--- config.mk ---
export PLATFORM = sky130hd
export DESIGN_NAME = mmu_asid
export DESIGN_NICKNAME = d
export VERILOG_FILES = /design/src/rtl/mmu_asid_pkg.sv /design/src/rtl/mmu_asid_tlb_lookup.sv /design/src/rtl/mmu_asid.sv
export SDC_FILE = /design/constraint.sdc
export NUM_CORES = 2
export LEC_CHECK = 0
export CAP_MARGIN = 20
export CORE_MARGIN = 2
export CORE_UTILIZATION = 40
export DETAILED_ROUTE_END_ITERATION = 6
export PLACE_DENSITY = 0.62
export SLEW_MARGIN = 20
export SYNTH_ARGS = -nofsm -noshare
export SYNTH_HDL_FRONTEND = slang
export SYNTH_SLANG_ARGS = --single-unit
--- constraint.sdc ---
create_clock -name clk -period 8.1 [get_ports clk]
set_input_delay 1.62 -clock clk [delete_from_list [all_inputs] [get_ports clk]]
set_output_delay 1.62 -clock clk [all_outputs]
set_load 0.1 [all_outputs]
--- src/rtl/mmu_asid_pkg.sv ---
// Shared encodings for the ASID-aware MMU: memory opcodes, exception codes,
// TLB entry field layout and the load extension helper.
package mmu_asid_pkg;

    localparam int MEM_OPT_WIDTH = 4;
    localparam logic [MEM_OPT_WIDTH-1:0] MEM_OPT_NONE = 4'd0;
    localparam logic [MEM_OPT_WIDTH-1:0] MEM_OPT_LW   = 4'd1;
    localparam logic [MEM_OPT_WIDTH-1:0] MEM_OPT_LBS  = 4'd2;
    localparam logic [MEM_OPT_WIDTH-1:0] MEM_OPT_LBU  = 4'd3;
    localparam logic [MEM_OPT_WIDTH-1:0] MEM_OPT_LHS  = 4'd4;
    localparam logic [MEM_OPT_WIDTH-1:0] MEM_OPT_LHU  = 4'd5;
    localparam logic [MEM_OPT_WIDTH-1:0] MEM_OPT_SW   = 4'd6;
    localparam logic [MEM_OPT_WIDTH-1:0] MEM_OPT_SH   = 4'd7;
    localparam logic [MEM_OPT_WIDTH-1:0] MEM_OPT_SB   = 4'd8;

    localparam int EXC_CODE_WIDTH = 5;
    localparam logic [EXC_CODE_WIDTH-1:0] EC_NONE    = 5'd0;
    localparam logic [EXC_CODE_WIDTH-1:0] EC_TLB_MOD = 5'd1;
    localparam logic [EXC_CODE_WIDTH-1:0] EC_TLBL    = 5'd2;
    localparam logic [EXC_CODE_WIDTH-1:0] EC_TLBS    = 5'd3;
    localparam logic [EXC_CODE_WIDTH-1:0] EC_ADEL    = 5'd4;
    localparam logic [EXC_CODE_WIDTH-1:0] EC_ADES    = 5'd5;

    // Entry layout, LSB first: v0, d0, pfn0, v1, d1, pfn1, g, asid, vpn2
    localparam int VPN2_WIDTH   = 19;
    localparam int TLB_OFF_V0   = 0;
    localparam int TLB_OFF_D0   = 1;
    localparam int TLB_OFF_PFN0 = 2;

    function automatic int tlb_off_v1(input int pfn_w);
        return 2 + pfn_w;
    endfunction

    function automatic int tlb_off_d1(input int pfn_w);
        return 3 + pfn_w;
    endfunction

    function automatic int tlb_off_pfn1(input int pfn_w);
        return 4 + pfn_w;
    endfunction

    function automatic int tlb_off_g(input int pfn_w);
        return 4 + 2 * pfn_w;
    endfunction

    function automatic int tlb_off_asid(input int pfn_w);
        return 5 + 2 * pfn_w;
    endfunction

    function automatic int tlb_off_vpn2(input int asid_w, input int pfn_w);
        return 5 + 2 * pfn_w + asid_w;
    endfunction

    function automatic int tlb_entry_width(input int asid_w, input int pfn_w);
        return 5 + 2 * pfn_w + asid_w + VPN2_WIDTH;
    endfunction

    function automatic logic [31:0] load_extend(input logic [MEM_OPT_WIDTH-1:0] opt,
                                                input logic [1:0] off,
                                                input logic [31:0] word);
        logic [31:0] byte_sh;
        logic [31:0] half_sh;
        byte_sh = word >> {off, 3'b000};
        half_sh = word >> {off[1], 4'b0000};
        case (opt)
            MEM_OPT_LBS: return {{24{byte_sh[7]}}, byte_sh[7:0]};
            MEM_OPT_LBU: return {24'd0, byte_sh[7:0]};
            MEM_OPT_LHS: return {{16{half_sh[15]}}, half_sh[15:0]};
            MEM_OPT_LHU: return {16'd0, half_sh[15:0]};
            default:     return word;
        endcase
    endfunction

endpackage

--- src/rtl/mmu_asid_tlb_lookup.sv ---
// Fully associative TLB match with a lowest-index-wins priority encoder.
module tlb_lookup
    import mmu_asid_pkg::*;
#(
    parameter int NR_TLB     = 16,
    parameter int ASID_WIDTH = 8,
    localparam int IDX_W     = $clog2(NR_TLB)
) (
    input  logic [VPN2_WIDTH-1:0]               key_vpn2,
    input  logic [ASID_WIDTH-1:0]               key_asid,
    input  logic [NR_TLB-1:0][VPN2_WIDTH-1:0]   entry_vpn2,
    input  logic [NR_TLB-1:0][ASID_WIDTH-1:0]   entry_asid,
    input  logic [NR_TLB-1:0]                   entry_g,
    input  logic [NR_TLB-1:0]                   entry_valid,
    output logic                                hit,
    output logic [IDX_W-1:0]                    index
);

    always_comb begin
        hit   = 1'b0;
        index = '0;
        for (int i = NR_TLB - 1; i >= 0; i--) begin
            if (entry_valid[i] && entry_vpn2[i] == key_vpn2 &&
                (entry_g[i] || entry_asid[i] == key_asid)) begin
                hit   = 1'b1;
                index = IDX_W'(i);
            end
        end
    end

endmodule

--- src/rtl/mmu_asid.sv ---
// ASID-tagged MMU: TLB/direct translation, exception priority and a small
// read-merge-write FSM for sub-word stores.
module mmu_asid
    import mmu_asid_pkg::*;
#(
    parameter int NR_TLB      = 16,
    parameter int ASID_WIDTH  = 8,
    parameter int PADDR_WIDTH = 32,
    localparam int IDX_W       = $clog2(NR_TLB),
    localparam int PFN_W       = PADDR_WIDTH - 12,
    localparam int TLB_ENTRY_W = tlb_entry_width(ASID_WIDTH, PFN_W)
) (
    input  logic                      clk,
    input  logic                      rst,
    input  logic                      tlb_we,
    input  logic [IDX_W-1:0]          tlb_index,
    input  logic [TLB_ENTRY_W-1:0]    tlb_entry,
    input  logic [ASID_WIDTH-1:0]     cur_asid,
    input  logic                      user_mode,
    input  logic [VPN2_WIDTH-1:0]     probe_vpn2,
    input  logic [ASID_WIDTH-1:0]     probe_asid,
    output logic                      probe_hit,
    output logic [IDX_W-1:0]          probe_index,
    input  logic [31:0]               instr_addr,
    output logic [31:0]               instr_out,
    input  logic [MEM_OPT_WIDTH-1:0]  data_opt,
    input  logic [31:0]               data_addr,
    input  logic [31:0]               data_in,
    output logic [31:0]               data_out,
    output logic                      busy,
    output logic [EXC_CODE_WIDTH-1:0] exc_code,
    output logic [PADDR_WIDTH-1:0]    dev_mem_addr,
    output logic [31:0]               dev_mem_data_out,
    output logic                      dev_mem_is_write,
    input  logic [31:0]               dev_mem_data_in,
    input  logic                      dev_mem_busy
);

    localparam logic [1:0] S_IDLE  = 2'd0;
    localparam logic [1:0] S_MERGE = 2'd1;
    localparam logic [1:0] S_WRITE = 2'd2;

    logic [NR_TLB-1:0][VPN2_WIDTH-1:0] tlb_vpn2;
    logic [NR_TLB-1:0][ASID_WIDTH-1:0] tlb_asid;
    logic [NR_TLB-1:0][PFN_W-1:0]      tlb_pfn0;
    logic [NR_TLB-1:0][PFN_W-1:0]      tlb_pfn1;
    logic [NR_TLB-1:0]                 tlb_g;
    logic [NR_TLB-1:0]                 tlb_v0;
    logic [NR_TLB-1:0]                 tlb_v1;
    logic [NR_TLB-1:0]                 tlb_d0;
    logic [NR_TLB-1:0]                 tlb_d1;

    logic [1:0]               state;
    logic [PADDR_WIDTH-1:0]   lat_paddr;
    logic [1:0]               lat_off;
    logic [MEM_OPT_WIDTH-1:0] lat_op;
    logic [31:0]              wdata;
    logic [31:0]              merge_word;

    logic [31:0]              vaddr;
    logic [MEM_OPT_WIDTH-1:0] req_op;
    logic                     is_store;
    logic                     misalign;
    logic                     unmapped;
    logic                     acc_hit;
    logic [IDX_W-1:0]         acc_index;
    logic                     sel_dirty;
    logic [PADDR_WIDTH-1:0]   paddr;
    logic [EXC_CODE_WIDTH-1:0] exc_idle;

    always_ff @(posedge clk or negedge rst) begin
        if (!rst) begin
            tlb_vpn2 <= '0;
            tlb_asid <= '0;
            tlb_pfn0 <= '0;
            tlb_pfn1 <= '0;
            tlb_g    <= '0;
            tlb_v0   <= '0;
            tlb_v1   <= '0;
            tlb_d0   <= '0;
            tlb_d1   <= '0;
        end else if (tlb_we) begin
            tlb_vpn2[tlb_index] <= tlb_entry[tlb_off_vpn2(ASID_WIDTH, PFN_W) +: VPN2_WIDTH];
            tlb_asid[tlb_index] <= tlb_entry[tlb_off_asid(PFN_W) +: ASID_WIDTH];
            tlb_g[tlb_index]    <= tlb_entry[tlb_off_g(PFN_W)];
            tlb_pfn1[tlb_index] <= tlb_entry[tlb_off_pfn1(PFN_W) +: PFN_W];
            tlb_d1[tlb_index]   <= tlb_entry[tlb_off_d1(PFN_W)];
            tlb_v1[tlb_index]   <= tlb_entry[tlb_off_v1(PFN_W)];
            tlb_pfn0[tlb_index] <= tlb_entry[TLB_OFF_PFN0 +: PFN_W];
            tlb_d0[tlb_index]   <= tlb_entry[TLB_OFF_D0];
            tlb_v0[tlb_index]   <= tlb_entry[TLB_OFF_V0];
        end
    end

    assign vaddr  = (data_opt == MEM_OPT_NONE) ? instr_addr : data_addr;
    assign req_op = (data_opt == MEM_OPT_NONE) ? MEM_OPT_LW : data_opt;

    tlb_lookup #(
        .NR_TLB     (NR_TLB),
        .ASID_WIDTH (ASID_WIDTH)
    ) u_access_lookup (
        .key_vpn2    (vaddr[31:13]),
        .key_asid    (cur_asid),
        .entry_vpn2  (tlb_vpn2),
        .entry_asid  (tlb_asid),
        .entry_g     (tlb_g),
        .entry_valid (vaddr[12] ? tlb_v1 : tlb_v0),
        .hit         (acc_hit),
        .index       (acc_index)
    );

    // Probe treats an entry with neither page valid as empty
    tlb_lookup #(
        .NR_TLB     (NR_TLB),
        .ASID_WIDTH (ASID_WIDTH)
    ) u_probe_lookup (
        .key_vpn2    (probe_vpn2),
        .key_asid    (probe_asid),
        .entry_vpn2  (tlb_vpn2),
        .entry_asid  (tlb_asid),
        .entry_g     (tlb_g),
        .entry_valid (tlb_v0 | tlb_v1),
        .hit         (probe_hit),
        .index       (probe_index)
    );

    always_comb begin
        is_store  = (req_op == MEM_OPT_SW) || (req_op == MEM_OPT_SH) || (req_op == MEM_OPT_SB);
        misalign  = (((req_op == MEM_OPT_LW) || (req_op == MEM_OPT_SW)) && vaddr[1:0] != 2'b00) ||
                    (((req_op == MEM_OPT_LHS) || (req_op == MEM_OPT_LHU) || (req_op == MEM_OPT_SH)) &&
                     vaddr[0]);
        unmapped  = (vaddr[31:30] == 2'b10);
        sel_dirty = vaddr[12] ? tlb_d1[acc_index] : tlb_d0[acc_index];
        if (unmapped) begin
            paddr = PADDR_WIDTH'(vaddr[28:0]);
        end else begin
            paddr = {(vaddr[12] ? tlb_pfn1[acc_index] : tlb_pfn0[acc_index]), vaddr[11:0]};
        end
        if (misalign || (user_mode && vaddr[31])) begin
            exc_idle = is_store ? EC_ADES : EC_ADEL;
        end else if (!unmapped && !acc_hit) begin
            exc_idle = is_store ? EC_TLBS : EC_TLBL;
        end else if (!unmapped && is_store && !sel_dirty) begin
            exc_idle = EC_TLB_MOD;
        end else begin
            exc_idle = EC_NONE;
        end
    end

    assign exc_code         = (state == S_IDLE) ? exc_idle : EC_NONE;
    assign busy             = ((state != S_IDLE) || dev_mem_busy || (state == S_IDLE && is_store)) &&
                              (exc_code == EC_NONE);
    assign dev_mem_addr     = (state == S_IDLE) ? paddr : lat_paddr;
    assign dev_mem_data_out = wdata;
    assign dev_mem_is_write = (state == S_WRITE);
    assign instr_out        = dev_mem_data_in;
    assign data_out         = load_extend(data_opt, vaddr[1:0], dev_mem_data_in);

    always_comb begin
        merge_word = dev_mem_data_in;
        if (lat_op == MEM_OPT_SB) begin
            case (lat_off)
                2'd0:    merge_word[7:0]   = wdata[7:0];
                2'd1:    merge_word[15:8]  = wdata[7:0];
                2'd2:    merge_word[23:16] = wdata[7:0];
                default: merge_word[31:24] = wdata[7:0];
            endcase
        end else if (lat_off[1]) begin
            merge_word[31:16] = wdata[15:0];
        end else begin
            merge_word[15:0] = wdata[15:0];
        end
    end

    // wdata holds the raw store data until MERGE folds it into the read word
    always_ff @(posedge clk or negedge rst) begin
        if (!rst) begin
            state     <= S_IDLE;
            lat_paddr <= '0;
            lat_off   <= '0;
            lat_op    <= MEM_OPT_NONE;
            wdata     <= '0;
        end else begin
            case (state)
                S_IDLE: begin
                    if (is_store && exc_idle == EC_NONE && !dev_mem_busy) begin
                        lat_paddr <= paddr;
                        lat_off   <= vaddr[1:0];
                        lat_op    <= data_opt;
                        wdata     <= data_in;
                        state     <= (data_opt == MEM_OPT_SW) ? S_WRITE : S_MERGE;
                    end
                end
                S_MERGE: begin
                    if (!dev_mem_busy) begin
                        wdata <= merge_word;
                        state <= S_WRITE;
                    end
                end
                S_WRITE: begin
                    if (!dev_mem_busy) begin
                        state <= S_IDLE;
                    end
                end
                default: state <= S_IDLE;
            endcase
        end
    end

endmodule

## After elaboration in Yosys (flattened, before gate mapping)

Cells that the tools add are included.

| word-level totals | value |
|---|---|
| logic and storage cells | 420 |
| flip-flop bits (word level) | 1224 |
| input port bits | 248 |
| output and inout port bits | 140 |

| cells by class | value |
|---|---|
| bitwise operators | 1 |
| shifts and indexed selects | 2 |
| mux-type cells | 118 |
| equality and inequality tests | 86 |
| order comparisons | 3 |
| reduce and logical (&&, ||, !) cells | 134 |

Operators with widths:

| operator | count |
|---|---|
| bitwise mux 320 bit | 2 |
| == test 19 bit | 32 |
| bitwise mux 304 bit | 1 |
| == test 8 bit | 32 |
| 2-to-1 mux 32 bit | 6 |
| binary-select mux 20 bit (select 4 bit) | 2 |
| 2-to-1 mux 4 bit | 33 |
| bitwise mux 128 bit | 1 |
| case mux 32 bit (4 select lines) | 1 |
| bitwise mux 16 bit | 5 |
| demux 20 bit (select 4 bit) | 1 |
| 2-to-1 mux 20 bit | 4 |
| demux 19 bit (select 4 bit) | 1 |
| logical AND 1 bit | 75 |
| case mux 32 bit (2 select lines) | 1 |
| 2-to-1 mux 16 bit | 3 |
| logical OR 1 bit | 41 |
| 2-to-1 mux 8 bit | 5 |
| 2-to-1 mux 1 bit | 39 |
| demux 8 bit (select 4 bit) | 1 |
| right shift 32 x 5 -> 16 bit | 1 |
| right shift 32 x 5 -> 8 bit | 1 |
| == test 4 x 3 -> 1 bit (second input constant) | 7 |
| 2-to-1 mux 19 bit | 1 |
| 27 further kinds | 48 |

## Longest topological paths before layout

| logic depth | value |
|---|---|
| word-level depth | 34 |
| gate-level depth with buffers | 25 |
| mapped depth without buffers | 15 |

## Hierarchy

From an unflattened synthesis, not the netlist that was laid out.

| second synthesis, totals | value |
|---|---|
| cells, all modules | 4850 |
| area total of the unflattened synthesis | 64486.8 sq um |

Modules (own cells, without submodules):

| module | cells each | area each (sq um) | sequential area each (sq um) | times used |
|---|---|---|---|---|
| mmu_asid | 3490 | 53671.5 | 30579.3 | 1 |
| tlb_lookup | 680 | 5407.7 | 0.0 | 2 |

## Worst setup path before layout

No wires, ideal clock.

| timing | value |
|---|---|
| kind | input to output |
| from | input port data_opt[0] |
| to | output port dev_mem_addr[23] |
| required time | 6.480 ns |
| stages | 23 |
| arrival | 8.200 ns |
| slack | -1.720 ns |
| buffers on the path | 9 |
| cells stage by stage | buf_2 -> or4_1 -> buf_6 -> buf_8 -> buf_6 -> o41ai_2 -> o32a_1 -> o211ai_1 -> nor4_4 -> o21bai_2 -> o21ba_2 -> o41ai_4 -> buf_6 -> buf_2 -> buf_4 -> buf_2 -> buf_2 -> mux2i_1 -> a21oi_1 -> a21oi_1 -> a21oi_1 -> nor2_1 -> o21ai_0 |

| on the way | value |
|---|---|
| longest elaborated chain between the ends | 26 |
| elaborated cells between the ends (all ways) | 75 |
| those cells by class | eq/ne: 17; mux: 25; reduce/logical: 33 |

Ends and longest elaborated chain:

| element | RTL line | source |
|---|---|---|
| start: declaration | mmu_asid.sv:26 | `input logic [MEM_OPT_WIDTH-1:0] data_opt,` |
| zero test 4 bit (*) | mmu_asid.sv:95 | `assign vaddr = (data_opt == MEM_OPT_NONE) ? instr_addr : data_addr;` |
| 2-to-1 mux 32 bit (*) | mmu_asid.sv:95 |  |
| == test 19 bit / 2-to-1 mux 16 bit (equally long branches) | mmu_asid_tlb_lookup.sv:23, mmu_asid.sv:107 |  |
| logical AND 1 bit (2 in series) | mmu_asid_tlb_lookup.sv:23 | `if (entry_valid[i] && entry_vpn2[i] == key_vpn2 &&` |
| 2-to-1 mux 4 bit (16 in series) | mmu_asid_tlb_lookup.sv:23 |  |
| binary-select mux 20 bit (select 4 bit) | mmu_asid.sv:137 | `paddr = {(vaddr[12] ? tlb_pfn1[acc_index] : tlb_pfn0[acc_index]), vaddr[11:0]};` |
| 2-to-1 mux 20 bit (implied by the code) | mmu_asid.sv:137 |  |
| 2-to-1 mux 20 bit | mmu_asid.sv:137 |  |
| 2-to-1 mux 32 bit (*) | mmu_asid.sv:134 | `if (unmapped) begin` |
| 2-to-1 mux 32 bit (*) | mmu_asid.sv:153 | `assign dev_mem_addr = (state == S_IDLE) ? paddr : lat_paddr;` |
| end: declaration | mmu_asid.sv:32 | `output logic [PADDR_WIDTH-1:0] dev_mem_addr,` |

Every way passes the cells marked *; elsewhere a longest branch is shown, timed or not. The select of a mux whose other input is x is not followed.

## Final worst setup path

| timing | value |
|---|---|
| from | input port data_opt[0] |
| to | output port dev_mem_addr[25] |

Same word-level chain as after synthesis.

==> summary.txt <==
Status - finished, violations left
Failing checks - negative setup slack
Final worst slack - -0.8110 ns
Post-Syn Area - 68920 um^2
RSZ-0062 raised after global routing - true
Sequential share of the synthesized area - 44.37%
Clk Latency, worst-skew pair - 0.80 ns
Layout area overhead - 29.86%
Global route overflow - 0
Final std cells w/o fill - 9357
Compound-Gate Fraction of Synth Area - 7.884%
Post-synthesis mux area share - 26.09%
CTS Hold Buffers Added - 0
Synth warn - 0
Die W - 419.1 um
Drt total wl - 312600 um
Core area - 171400 um^2
Final Skew - 0.03338 ns
Hold Fails Final Rpt - 0
Slew Viols, Final - 0
CTS tree - built
Post-Synth XOR/XNOR Area - 10.51%
Initial antenna violation count - 36
Clk pin slew, worst setup/hold paths - 0.06 ns
Synth cell types - 98
R2r endpoint - lat_paddr[10]
Avg Vias per Cell - 5.982
Simple-gate share of the synthesized area - 7.510%
Largest net degree at the start of global routing - 185
Crit-path max FO - 12
Drt first pass iters - 7
Slew HR - 14.90%
Total die area - 175600 um^2
R2r startpoint - tlb_vpn2[289]
CP required - 6.48 ns
Vias in the first global route - 56094
Crit path max-delay cell type - or4_4
Main combinational cell family by area after synthesis - multiplexers
Root buffer cell - clkbuf_16
Setup_tns - -14.29 ns
Clock Sink Count - 1222
CTS Buf Count - 139
Most frequent cell on the critical path - buf_4
Worst EP arrival - 7.29 ns
Final setup vio count - 22
Deepest clock path buffer count - 3
Worst path max stage delay - 0.64 ns
Fraction of registers with async set/reset - 100.0%
WHS Endpoint - tlb_pfn1[62]
Worst hold slack - 0.4986 ns
Min cycle time layout - 8.911 ns
Post-synth top flop - dfrtp_1
First-pass GRT wire length - 436600 um
Peak VDD IR - 0.0001976 V
DRC - 0
Iteration-0 DRC Markers - 6086
Post-Synth Adder-Cell Area - 0%
Htree depth - 4
WP buf/inv - 12
Routed wire per std cell - 33.40 um
Hold Path Stages - 1
DRT antenna net count - 0
Max Fclk - 112.2 MHz
Max Cap Violations - 0
Initial Utilization - 40.22%
I/O pin count - 388
Syn Area/Cell - 11.54 um^2
Die extent in y - 419.1 um
Leakage - 37.97 nW
Worst slew pin tran - 1.276 ns
CP Launch Type - input port
R2R Setup Slk - 1.82 ns
R2r worst-path depth - 22
Layout cells sized above 1 - 38.86%
Most frequent cells in the layout - dfrtp_1, mux2_2, buf_4
Final period util - 110.0%
Number of core rows - 152
Top Family by Delay on Critical Path - buffers and inverters
Most common cell after layout, fill and taps aside - dfrtp_1
Via count - 55969
Crit Path Class - input port to output port
Crit. End Element - output port
HP Start - tlb_pfn1[62]
Total power - 21.97 mW
PD cells - 245.5 nW/um^2
Min-Delay Path Class - register to register
Port Buffers - 385
#FFs+latches synth - 1222
Fin nets - 7181
Routability congestion estimate - 1.056
Inst Count DP - 8944
EDFF count, synth - 0
Detail Placement HPWL - 216400 um
GRT Util Overall - 35.08%
Mapped Cells - 5973
-- registers in the layout, summed over array words and instances, names as in the netlist --
signal,flops
tlb_v1,16
tlb_v0,16
tlb_asid,128
dev_mem_data_out,32
state,2
tlb_pfn1,320
tlb_d1,16
lat_paddr,32
tlb_d0,16
lat_op,4
tlb_vpn2,304
tlb_g,16
tlb_pfn0,320
-- cells by family (layout without fill, tap and decap cells) --
group,Yosys count,after routing
compound gates,747,747
other cells,1,14
buf+inv,590,1651
xor+xnor,827,827
simple gates,975,975
flops,1222,1222
mux,1611,1611
-- per-stage QoR --
stage / setup WS (ns) / utilization (%) / area, um^2
floorplan: -0.1850 / - / 69160
detailed placement: -2.030 / 47.36 / 81150
global route: -0.8606 / 52.22 / 89490
global placement: -2.542 / 47.34 / 81110
finish: -0.8110 / 52.23 / 89500
CTS: -0.5548 / 51.75 / 88680
-- area by class of cell --
class                   count  area (um^2)
diodes                     12        30.03
clock buffers             191         3978
clock inverters            52        742.0
fillers                 14895        81850
inverters                  98        375.4
multi-input cells        4162        37470
flip-flops and latches   1222        30580
well taps                2310         2890
repair buffers           1310        13440
-- routing by layer --
layer / vias to the layer above / share of wire, % / GRT usage (%) / wire [um]
met4: 24 / 6.4 / 19.53 / 19940
met3: 831 / 8.1 / 8.196 / 25380
met1: 29021 / 41 / 45.92 / 127900
met2: 2589 / 45 / 53.41 / 139200
met5: - / 0.046 / 0 / 145
li1: 23504 / - / - / -
-- synth_stat cells (41+ instances only) --
cell / count / share of area [%]
a21oi_1: 92 / 0.67
a22oi_1: 123 / 1.3
buf_1: 45 / 0.25
buf_2: 45 / 0.33
buf_4: 41 / 0.45
clkbuf_1: 351 / 1.9
dfrtp_1: 1222 / 44
inv_1: 97 / 0.53
mux2_2: 1226 / 20
mux2i_1: 346 / 5.0
nand2_1: 214 / 1.2
nand2b_1: 57 / 0.52
nand3_1: 72 / 0.52
nand4_1: 65 / 0.59
nor2_1: 153 / 0.83
nor2b_1: 58 / 0.53
nor3_1: 52 / 0.38
nor4_1: 169 / 1.5
o21ai_0: 128 / 0.93
o22ai_1: 51 / 0.46
xnor2_1: 280 / 3.6
xor2_1: 547 / 7.0
-- worst max path at each step --
stage                            end         from  slack, ns  cells past startpoint
floorplan           dev_mem_addr[23]  data_opt[0]      -0.18                     23
global placement    dev_mem_addr[17]  data_opt[1]      -2.54                     23
detailed placement  dev_mem_addr[25]  data_opt[1]      -2.03                     25
CTS                 dev_mem_addr[13]  data_opt[3]      -0.55                     23
global route        dev_mem_addr[17]  data_opt[0]      -0.86                     27
finish              dev_mem_addr[25]  data_opt[0]      -0.81                     27
-- worst register-to-register path, stage by stage, from the launching register on --
cell and delay (ns):
dfrtp_1 0.50, inv_1 0.09, a222oi_1 0.34, a31oi_1 0.33, a2111oi_4 0.46, buf_4 0.18, and3b_1 0.21, o2111ai_2 0.15
a311oi_4 0.50, o211ai_1 0.27, buf_4 0.24, a21oi_4 0.20, buf_6 0.16, clkbuf_16 0.18, buf_12 0.11, a22o_4 0.15
a211oi_4 0.05, o21ai_4 0.28, nand4b_1 0.31, buf_4 0.24, or4_2 0.67, buf_12 0.21, mux2_4 0.34
-- what timing repair did --
item                       4_1_cts  5_1_grt
resized for setup              348       73
setup endpoints to repair       23       22
setup buffers                  107       45
pin swaps                      124       62
cloned                          20        4
-- power by group --
| part | total (mW) | internal (mW) | switching [mW] |
|---|---|---|---|
| Combinational | 6.34 | 2.97 | 3.37 |
| Sequential | 9.05 | 7.53 | 1.52 |
| Clock | 6.58 | 3.79 | 2.79 |
| Total | 22.0 | 14.3 | 7.67 |
Note: power is estimated with default switching activity, not from simulation.
